===== src/rtl/viterbi_ber_monitor_if.sv =====
// Stream bundle between the tx/rx chain and the BER monitor: source bits entering
// the encoder on the reference side, and decoded bits leaving the Viterbi decoder.
interface viterbi_ber_monitor_if;
    logic ref_valid;
    logic ref_bit;
    logic dec_valid;
    logic dec_bit;

    modport master (output ref_valid, ref_bit, dec_valid, dec_bit);
    modport slave  (input  ref_valid, ref_bit, dec_valid, dec_bit);
endinterface


===== src/rtl/viterbi_ber_monitor.sv =====
// Bit-error-rate monitor: buffers source bits in a reference FIFO, compares each
// decoded bit against the oldest reference bit, and keeps total and per-window error counts.
module viterbi_ber_monitor #(
    parameter int DEPTH = 64,
    parameter int CW    = 16,
    parameter int WIN   = 256
) (
    input  logic                       clk,
    input  logic                       rst,
    input  logic                       clear_i,
    input  logic [7:0]                 skip_i,
    viterbi_ber_monitor_if.slave       stream,
    output logic                       err_o,
    output logic [CW-1:0]              bit_ct_o,
    output logic [CW-1:0]              err_ct_o,
    output logic [CW-1:0]              win_err_o,
    output logic                       win_done_o,
    output logic [$clog2(DEPTH+1)-1:0] level_o,
    output logic                       ovf_o,
    output logic                       unf_o
);

    localparam int LW = $clog2(DEPTH + 1);
    localparam int AW = (DEPTH > 1) ? $clog2(DEPTH) : 1;
    localparam int WW = (WIN > 1) ? $clog2(WIN) : 1;

    typedef enum logic [1:0] {SKIP, RUN, FAULT} state_e;

    state_e          state_q,  state_d;
    logic [7:0]      skip_q,   skip_d;
    logic [AW-1:0]   wrPtr_q,  wrPtr_d;
    logic [AW-1:0]   rdPtr_q,  rdPtr_d;
    logic [LW-1:0]   level_q,  level_d;
    logic [DEPTH-1:0] mem_q;
    logic            err_q,    err_d;
    logic            done_q,   done_d;
    logic [CW-1:0]   bitCt_q,  bitCt_d;
    logic [CW-1:0]   errCt_q,  errCt_d;
    logic [CW-1:0]   winErr_q, winErr_d;
    logic [WW-1:0]   winCnt_q, winCnt_d;
    logic [CW-1:0]   winAcc_q, winAcc_d;
    logic            ovf_q,    ovf_d;
    logic            unf_q,    unf_d;
    logic            memWe;
    logic            refBit;
    logic            mis;
    logic [CW-1:0]   misExt;

    function automatic logic [AW-1:0] ptrNext(input logic [AW-1:0] p);
        return (p == AW'(DEPTH - 1)) ? '0 : p + AW'(1);
    endfunction

    assign refBit = mem_q[rdPtr_q];
    assign mis    = refBit ^ stream.dec_bit;
    assign misExt = {{(CW-1){1'b0}}, mis};

    always_comb begin
        state_d  = state_q;
        skip_d   = skip_q;
        wrPtr_d  = wrPtr_q;
        rdPtr_d  = rdPtr_q;
        level_d  = level_q;
        err_d    = 1'b0;
        done_d   = 1'b0;
        bitCt_d  = bitCt_q;
        errCt_d  = errCt_q;
        winErr_d = winErr_q;
        winCnt_d = winCnt_q;
        winAcc_d = winAcc_q;
        ovf_d    = ovf_q;
        unf_d    = unf_q;
        memWe    = 1'b0;

        if (state_q != FAULT) begin
            // No bypass: a pop on an empty FIFO faults even if a push arrives alongside it.
            if (stream.dec_valid && level_q == '0) begin
                unf_d   = 1'b1;
                state_d = FAULT;
            end else if (stream.ref_valid && !stream.dec_valid && level_q == LW'(DEPTH)) begin
                ovf_d   = 1'b1;
                state_d = FAULT;
            end else begin
                if (stream.ref_valid) begin
                    memWe   = 1'b1;
                    wrPtr_d = ptrNext(wrPtr_q);
                end
                if (stream.dec_valid) begin
                    rdPtr_d = ptrNext(rdPtr_q);
                end
                if (stream.ref_valid && !stream.dec_valid) begin
                    level_d = level_q + LW'(1);
                end else if (!stream.ref_valid && stream.dec_valid) begin
                    level_d = level_q - LW'(1);
                end

                if (stream.dec_valid && state_q == SKIP) begin
                    skip_d = skip_q - 8'd1;
                    if (skip_q == 8'd1) begin
                        state_d = RUN;
                    end
                end else if (stream.dec_valid && state_q == RUN) begin
                    err_d = mis;
                    if (bitCt_q != '1) begin
                        bitCt_d = bitCt_q + CW'(1);
                    end
                    if (mis && errCt_q != '1) begin
                        errCt_d = errCt_q + CW'(1);
                    end
                    if (winCnt_q == WW'(WIN - 1)) begin
                        done_d   = 1'b1;
                        winErr_d = winAcc_q + misExt;
                        winCnt_d = '0;
                        winAcc_d = '0;
                    end else begin
                        winCnt_d = winCnt_q + WW'(1);
                        winAcc_d = winAcc_q + misExt;
                    end
                end
            end
        end
    end

    always_ff @(posedge clk) begin
        if (!rst || clear_i) begin
            state_q  <= (skip_i == 8'd0) ? RUN : SKIP;
            skip_q   <= skip_i;
            wrPtr_q  <= '0;
            rdPtr_q  <= '0;
            level_q  <= '0;
            err_q    <= 1'b0;
            done_q   <= 1'b0;
            bitCt_q  <= '0;
            errCt_q  <= '0;
            winErr_q <= '0;
            winCnt_q <= '0;
            winAcc_q <= '0;
            ovf_q    <= 1'b0;
            unf_q    <= 1'b0;
        end else begin
            state_q  <= state_d;
            skip_q   <= skip_d;
            wrPtr_q  <= wrPtr_d;
            rdPtr_q  <= rdPtr_d;
            level_q  <= level_d;
            err_q    <= err_d;
            done_q   <= done_d;
            bitCt_q  <= bitCt_d;
            errCt_q  <= errCt_d;
            winErr_q <= winErr_d;
            winCnt_q <= winCnt_d;
            winAcc_q <= winAcc_d;
            ovf_q    <= ovf_d;
            unf_q    <= unf_d;
            if (memWe) begin
                mem_q[wrPtr_q] <= stream.ref_bit;
            end
        end
    end

    assign err_o      = err_q;
    assign bit_ct_o   = bitCt_q;
    assign err_ct_o   = errCt_q;
    assign win_err_o  = winErr_q;
    assign win_done_o = done_q;
    assign level_o    = level_q;
    assign ovf_o      = ovf_q;
    assign unf_o      = unf_q;

endmodule


===== src/flat_wrapper.sv =====
// flat-port wrapper written by rule: the top's interface ports become plain ports
module viterbi_ber_monitor_flat 
#(
    parameter int DEPTH = 64,
    parameter int CW    = 16,
    parameter int WIN   = 256
)
  (clk, rst, clear_i, skip_i, err_o, bit_ct_o, err_ct_o, win_err_o, win_done_o, level_o, ovf_o, unf_o, stream_ref_valid, stream_ref_bit, stream_dec_valid, stream_dec_bit);
  viterbi_ber_monitor_if stream_i ();
  input  logic clk;
  input  logic rst;
  input  logic clear_i;
  input  logic [7:0] skip_i;
  output logic err_o;
  output logic [CW-1:0] bit_ct_o;
  output logic [CW-1:0] err_ct_o;
  output logic [CW-1:0] win_err_o;
  output logic win_done_o;
  output logic [$clog2(DEPTH+1)-1:0] level_o;
  output logic ovf_o;
  output logic unf_o;
  input wire logic [$bits(stream_i.ref_valid)-1:0] stream_ref_valid;
  input wire logic [$bits(stream_i.ref_bit)-1:0] stream_ref_bit;
  input wire logic [$bits(stream_i.dec_valid)-1:0] stream_dec_valid;
  input wire logic [$bits(stream_i.dec_bit)-1:0] stream_dec_bit;
  assign stream_i.ref_valid = stream_ref_valid;
  assign stream_i.ref_bit = stream_ref_bit;
  assign stream_i.dec_valid = stream_dec_valid;
  assign stream_i.dec_bit = stream_dec_bit;
  viterbi_ber_monitor #(.DEPTH(DEPTH), .CW(CW), .WIN(WIN)) u_core (.clk(clk), .rst(rst), .clear_i(clear_i), .skip_i(skip_i), .stream(stream_i), .err_o(err_o), .bit_ct_o(bit_ct_o), .err_ct_o(err_ct_o), .win_err_o(win_err_o), .win_done_o(win_done_o), .level_o(level_o), .ovf_o(ovf_o), .unf_o(unf_o));
endmodule

===== config.mk =====
export PLATFORM = sky130hd
export DESIGN_NAME = viterbi_ber_monitor_flat
export DESIGN_NICKNAME = d
export VERILOG_FILES = /design/src/rtl/viterbi_ber_monitor_if.sv /design/src/rtl/viterbi_ber_monitor.sv /design/src/flat_wrapper.sv
export SDC_FILE = /design/constraint.sdc
export NUM_CORES = 1
export LEC_CHECK = 0
export CAP_MARGIN = 20
export CORE_MARGIN = 2
export CORE_UTILIZATION = 55
export CTS_BUF_LIST = sky130_fd_sc_hd__clkbuf_16
export CTS_CLUSTER_SIZE = 40
export DETAILED_ROUTE_END_ITERATION = 6
export MAX_ROUTING_LAYER = met4
export PLACE_DENSITY_LB_ADDON = 0.3
export SLEW_MARGIN = 20
export SYNTH_ARGS = -nofsm -noshare
export SYNTH_HDL_FRONTEND = slang
export SYNTH_SLANG_ARGS = --single-unit

===== constraint.sdc =====
create_clock -name clk -period 8.7 [get_ports clk]
set_input_delay 0.87 -clock clk [delete_from_list [all_inputs] [get_ports clk]]
set_output_delay 0.87 -clock clk [all_outputs]
set_load 0.02 [all_outputs]

# Word-level counts from Yosys, hierarchy flattened
# Cells that the tools add are included.
[totals] reg_bits=169 inputBits=15 output_inout_bits=59 elab_cells=106
[classes] addsub=9 n_lt_le_gt_ge=3 eq_ne=11 mux=28 n_bitwise=7 n_reduce_logical=33
[op_table] op="64-bit bitwise mux" count=1
[op_table] op="8-bit two-way mux" count=6
[op_table] op="16-bit by 1-bit adder with 16-bit output (second input constant)" count=2
[op_table] op="16-bit != test (second input constant)" count=2
[op_table] op="6-bit AND reduction" count=3
[op_table] op="16-bit by 1-bit adder with 16-bit output" count=1
[op_table] op="16-bit two-way mux" count=1
[op_table] op="4-bit AND reduction" count=4
[op_table] op="6-bit by 7-bit less-than comparator with 1-bit output (second input constant)" count=2
[op_table] op="7-bit two-way mux" count=2
[op_table] op="6-bit by 1-bit adder with 6-bit output (second input constant)" count=2
[op_table] op="6-bit equality test (second input constant)" count=2
[op_table] op="2-bit two-way mux" count=6
[op_table] op="6-bit two-way mux" count=2
[op_table] op="8-bit by 1-bit adder with 8-bit output (second input constant)" count=1
[op_table] op="8-bit by 1-bit equality test with 1-bit output (second input constant)" count=1
[op_table] op="8-bit equality test (second input constant)" count=1
[op_table] op="1-bit logical AND" count=8
[op_table] op="8-bit zero test" count=1
[op_table] op="1-bit two-way mux" count=8
[op_table] op="4-bit nonzero test" count=2
[op_table] op="8-bit by 1-bit subtractor with 8-bit output (second input constant)" count=1
[op_table] op="7-bit by 1-bit adder with 7-bit output (second input constant)" count=1
[op_table] op="7-bit equality test (second input constant)" count=1
[op_table] op="17 further kinds" count=30

# Longest topological paths before layout
[depth] word_depth=7 mapped_depth=19 ltp_nobuf=15

# Worst setup path before layout
# OpenSTA, ideal clock, no wires.
[synth_timing] kind="reg-to-reg" start="register u_core.rdPtr_q[1]" end="register u_core.winAcc_q[15]" setup_ns=0.128 arrival_time_ns=3.398 required_ns=8.572 path_slack_ns=5.175 path_stages_with_launch=19 n_path_buf=3 path_cell_list="dfxtp_1 buf_6 buf_6 mux4_2 mux2i_1 a22oi_1 nand3b_1 nor3b_1 a21oi_1 ha_1 and3_1 and3_1 and3_1 clkbuf_1 and3_1 nand3_1 xor2_1 o31a_1 nor2_1"
[synth_via] elab_chain_len=5
[synth_lines] element="start: declaration" line="viterbi_ber_monitor.sv:32" rtl="logic [AW-1:0] rdPtr_q, rdPtr_d;"
[synth_lines] element="start signal: assignment" line="viterbi_ber_monitor.sv:143" rtl="rdPtr_q <= rdPtr_d;"
[synth_lines] element="1-bit binary-select mux with 6-bit select" line="viterbi_ber_monitor.sv:53" rtl="assign refBit = mem_q[rdPtr_q];"
[synth_lines] element="1-bit two-way mux (not written as such)" line="viterbi_ber_monitor.sv:53"
[synth_lines] element="1-bit XOR" line="viterbi_ber_monitor.sv:54" rtl="assign mis = refBit ^ stream.dec_bit;"
[synth_lines] element="net u_core.mis" line="viterbi_ber_monitor.sv:46" rtl="logic mis;"
[synth_lines] element="16-bit by 1-bit adder with 16-bit output" line="viterbi_ber_monitor.sv:116" rtl="winAcc_d = winAcc_q + misExt;"
[synth_lines] element="16-bit two-way mux" line="viterbi_ber_monitor.sv:109" rtl="if (winCnt_q == WW'(WIN - 1)) begin"
[synth_lines] element="end signal: assignment" line="viterbi_ber_monitor.sv:151" rtl="winAcc_q <= winAcc_d;"
[synth_lines] element="end: declaration" line="viterbi_ber_monitor.sv:41" rtl="logic [CW-1:0] winAcc_q, winAcc_d;"
# The timed path passes the listed nets, and every way through them passes these cells. The select of a mux whose other input is x is not followed.
# A chain may end at the register's enable or synchronous reset.

# Final worst setup path
# Same ends and word-level chain as after synthesis.

==> run_results.csv <==
group,metric,value,unit
yosys,synthDistinctLibCells,61,
yosys,synth_edf_count,74,
global_routing,antenna_found_initial,0,
sta,fin_tns_setup,0,ns
placement,gp_congestion,0.7689,
cts,path_clk_slew,0.06,ns
sta,whs,0.4725,ns
placement,dp_hpwl,11130,µm
layout,syn2layout_area_growth,16.53,%
yosys,syn_area,0.008030,mm²
routing,totalWireLength,16910,µm
placement,dpl_worst_slack,4.375,ns
min_path,whs_endpoint,"u_core.winCnt_q[1]$_SDFFE_PN0P_",
sta,setup_viol,0,
worst_setup_path,crit_type,"reg -> reg",
yosys,syn_nets,862,
cts,cts_setup_buffers,0,
worst_setup_path,worst_setup_path_end_kind,"flop",
global_routing,grt_use_total,22.79,%
yosys,yosysMostFrequentCell,"nor2_1",
routing,vias,6107,
global_routing,grt_first_pass_wirelength,28120,µm
power_and_ir_drop,fin_total_pwr,1.642,mW
cts,cts-buffers-inserted,17,
worst_setup_path,cp_common_cell,"and3_1",
sta,final-hold-violation-count,0,
yosys,ys_top_cells_by_count,"170 x nor2_1, 95 x dfxtp_1, 74 x edfxtp_1, 66 x nand2_1, 39 x a21oi_1",
yosys,yosysWarningCount,0,
floorplanning,die_x,124.8,µm
yosys,yosys_most_used_dff,"dfxtp_1",
yosys,ys_seq_elements,169,
yosys,synth_area_leaders,"edfxtp_1 28%, dfxtp_1 24%, nor2_1 7.9%, xnor2_1 3.9%, nand2_1 3.1%",
sta,slew_headroom,32.97,%
min_path,min_path_cells,2,
min_path,min-delay-start,"u_core.winCnt_q[1]$_SDFFE_PN0P_",
worst_setup_path,cp-start-kind,"flop",
yosys,yosysTopAreaCell,"edfxtp_1",
floorplanning,coreArea,0.01442,mm²
placement,portBuffers,73,
cts,cts.sinks,169,
routing,drtPass1Iterations,5,
cts,clockBufferDepth,2,
worst_setup_path,crit-reg2reg-launch,"u_core.rdPtr_q[1]$_SDFFE_PN0P_",
cts,clock_latency,0.42,ns
cts,htreeDepth,4,
yosys,async_reset_ff_share,0,%
sta,rsz0062_at_grt,"false",
cts,cts_hold_buf,0,
run_status,status,"finished, final reports clean",
worst_setup_path,slowest_delay,0.63,ns
worst_setup_path,r2r_cells,16,
layout,diodes,0,
yosys,syn_avg_cell_area,9.663,µm²
floorplanning,die_area,0.01558,mm²
worst_setup_path,worstPathCellList,"buf_4, mux4_2, or2_0, nand3_1, nand4_1, xnor2_1, a21oi_1, ha_1, and3_1, and3_1, and3_1, and3_1, nand3_1, xor2_1, o31a_1, nor2_1",
routing,ant_nets,0,
sta,finClkSkew,0.009305,ns
global_routing,grt-ovfl-total,0,
power_and_ir_drop,p_leak,3.161,nW
routing,routed_via_density,5.649,
global_routing,grt_max_degree,91,
min_path,min_path_type,"reg -> reg",
layout,final_cells,1081,
worst_setup_path,slowest_stage,"dfxtp_1",
layout,post-route-util,64.88,%
yosys,synth_top_area_share,27.67,%
floorplanning,rows,44,
sta,slew_viol_final,0,
placement,dpl.cell_count,1049,
sta,worstMarginPinSlew,0.9978,ns
cts,cts-resized-gates,0,
worst_setup_path,r2r-end,"u_core.winAcc_q[15]$_SDFFE_PN0P_",
layout,nets,915,
worst_setup_path,cp.arrival,4.67,ns
yosys,synth_xor_area_share,6.108,%
floorplanning,start_util,55.67,%
floorplanning,die_h,124.8,µm
yosys,synthMuxAreaShare,5.516,%
sta,fin_crit,4.315,ns
yosys,synth_top_family_by_area,"simple AND/OR/NAND/NOR gates",
power_and_ir_drop,powerDensity,175.4,mW/mm²
worst_setup_path,r2r_setup_slack,4.38,ns
routing,drtIter0Drc,489,
yosys,synth_fa_ha_area_share,2.586,%
sta,setup_ws,4.385,ns
routing,wl_per_cell,15.65,µm
layout,final_cell_area,0.009358,mm²
worst_setup_path,cp_max_fo,14,
cts,root_buffer,"clkbuf_16",
routing,drc_errors,0,
sta,max_freq,0.2317,GHz
cts,cts_tree,"done",
yosys,ys_seq_area_share,51.36,%
yosys,synth_compound_area_share,9.878,%
job,drv_cap,0,
floorplanning,io_pins,74,
sta,finalCritPeriodShare,49.60,%
layout,drive_above_1_share,5.463,%
yosys,yosys.area_share.simple,21.22,%
placement,placed_area,0.008838,mm²
global_routing,first_global_vias,5798,
yosys,postSynthCellCount,831,
power_and_ir_drop,irDropWorstVdd,0.1378,mV
worst_setup_path,critPathRequiredTime,9.05,ns
-- cell type report --
type                            instances  area [µm²]
Clock buffer                           18       450.4
Clock inverter                         14       68.82
Fill cell                            1178        5066
Inverter                               14       52.55
Multi-Input combinational cell        602        3649
Sequential cell                       169        4124
Tap cell                              184       230.2
Timing Repair Buffer                   80       783.3
-- logic make-up after synthesis --
| group | count (synthesis) |
|---|---|
| AO/OA/AOI/OAI | 128 |
| multiplexers | 32 |
| buffers and inverters | 60 |
| adder cells (fa/ha/maj) | 16 |
| AND/OR/NAND/NOR | 370 |
| flip-flops | 169 |
| XOR/XNOR | 56 |
-- how the worst max path moves through the flow --
stage	startpoint	endpoint	slack (ns)	cells past startpoint
2_1_floorplan	u_core.rdPtr_q[1]$_SDFFE_PN0P_	u_core.winAcc_q[15]$_SDFFE_PN0P_	5.17	18
3_3_place_gp	u_core.rdPtr_q[2]$_SDFFE_PN0P_	u_core.winAcc_q[15]$_SDFFE_PN0P_	4.44	14
3_5_place_dp	u_core.rdPtr_q[2]$_SDFFE_PN0P_	u_core.winAcc_q[15]$_SDFFE_PN0P_	4.37	14
4_1_cts	u_core.rdPtr_q[2]$_SDFFE_PN0P_	u_core.winAcc_q[15]$_SDFFE_PN0P_	4.36	14
5_1_grt	u_core.rdPtr_q[2]$_SDFFE_PN0P_	u_core.winAcc_q[15]$_SDFFE_PN0P_	4.01	14
6_report	u_core.rdPtr_q[1]$_SDFFE_PN0P_	u_core.winAcc_q[15]$_SDFFE_PN0P_	4.38	16
-- metal layers --
layer	global-route usage, %	vias up	wire length, µm
li1	-	3044	-
met3	5.112	21	836
met2	36.19	134	8261
met1	29.07	2908	7561
met4	7.908	0	255
met5	-	-	0
-- sequential cells by signal (all words and copies together) (netlist names), 2 cells and up --
| register | flops |
|---|---|
| u_core.state_q | 2 |
| u_core.level_o | 7 |
| u_core.win_err_o | 16 |
| u_core.wrPtr_q | 6 |
| u_core.rdPtr_q | 6 |
| u_core.bit_ct_o | 16 |
| u_core.winAcc_q | 16 |
| u_core.winCnt_q | 8 |
| u_core.mem_q | 64 |
| u_core.skip_q | 8 |
| u_core.err_ct_o | 16 |
-- power breakdown --
group / total, mW / switching (mW) / internal, mW
clock network: 0.669 / 0.297 / 0.373
registers: 0.853 / 0.0134 / 0.840
logic: 0.119 / 0.0696 / 0.0494
total: 1.64 / 0.380 / 1.26
-- critical path, delay by kind of cell (launching register included) --
| kind | cells | cell delay [ns] |
|---|---|---|
| and+or+nand+nor | 9 | 1.57 |
| DFF | 1 | 0.63 |
| AOI/OAI and AO/OA | 2 | 0.55 |
| muxes | 1 | 0.51 |
| xor gates and xnor gates | 2 | 0.37 |
| buffers and inverters | 1 | 0.34 |
| adders and majority gates | 1 | 0.28 |
-- cell usage in the layout, fill, tap and decap left out, drive strengths merged, types with 5 or more instances in the layout --
cell type	instances
a211oi	16
a21oi	39
a31oi	5
and2	7
and3	22
buf	7
clkbuf	18
clkdlybuf4s50	73
clkinv	5
dfxtp	95
edfxtp	74
ha	15
inv	23
mux2	5
mux2i	18
mux4	9
nand2	66
nand3	34
nand3b	5
nand4	14
nor2	170
nor2b	7
nor3	12
o21ai	38
or3	9
xnor2	36
xor2	20
Power figures use the tool's default switching activity.
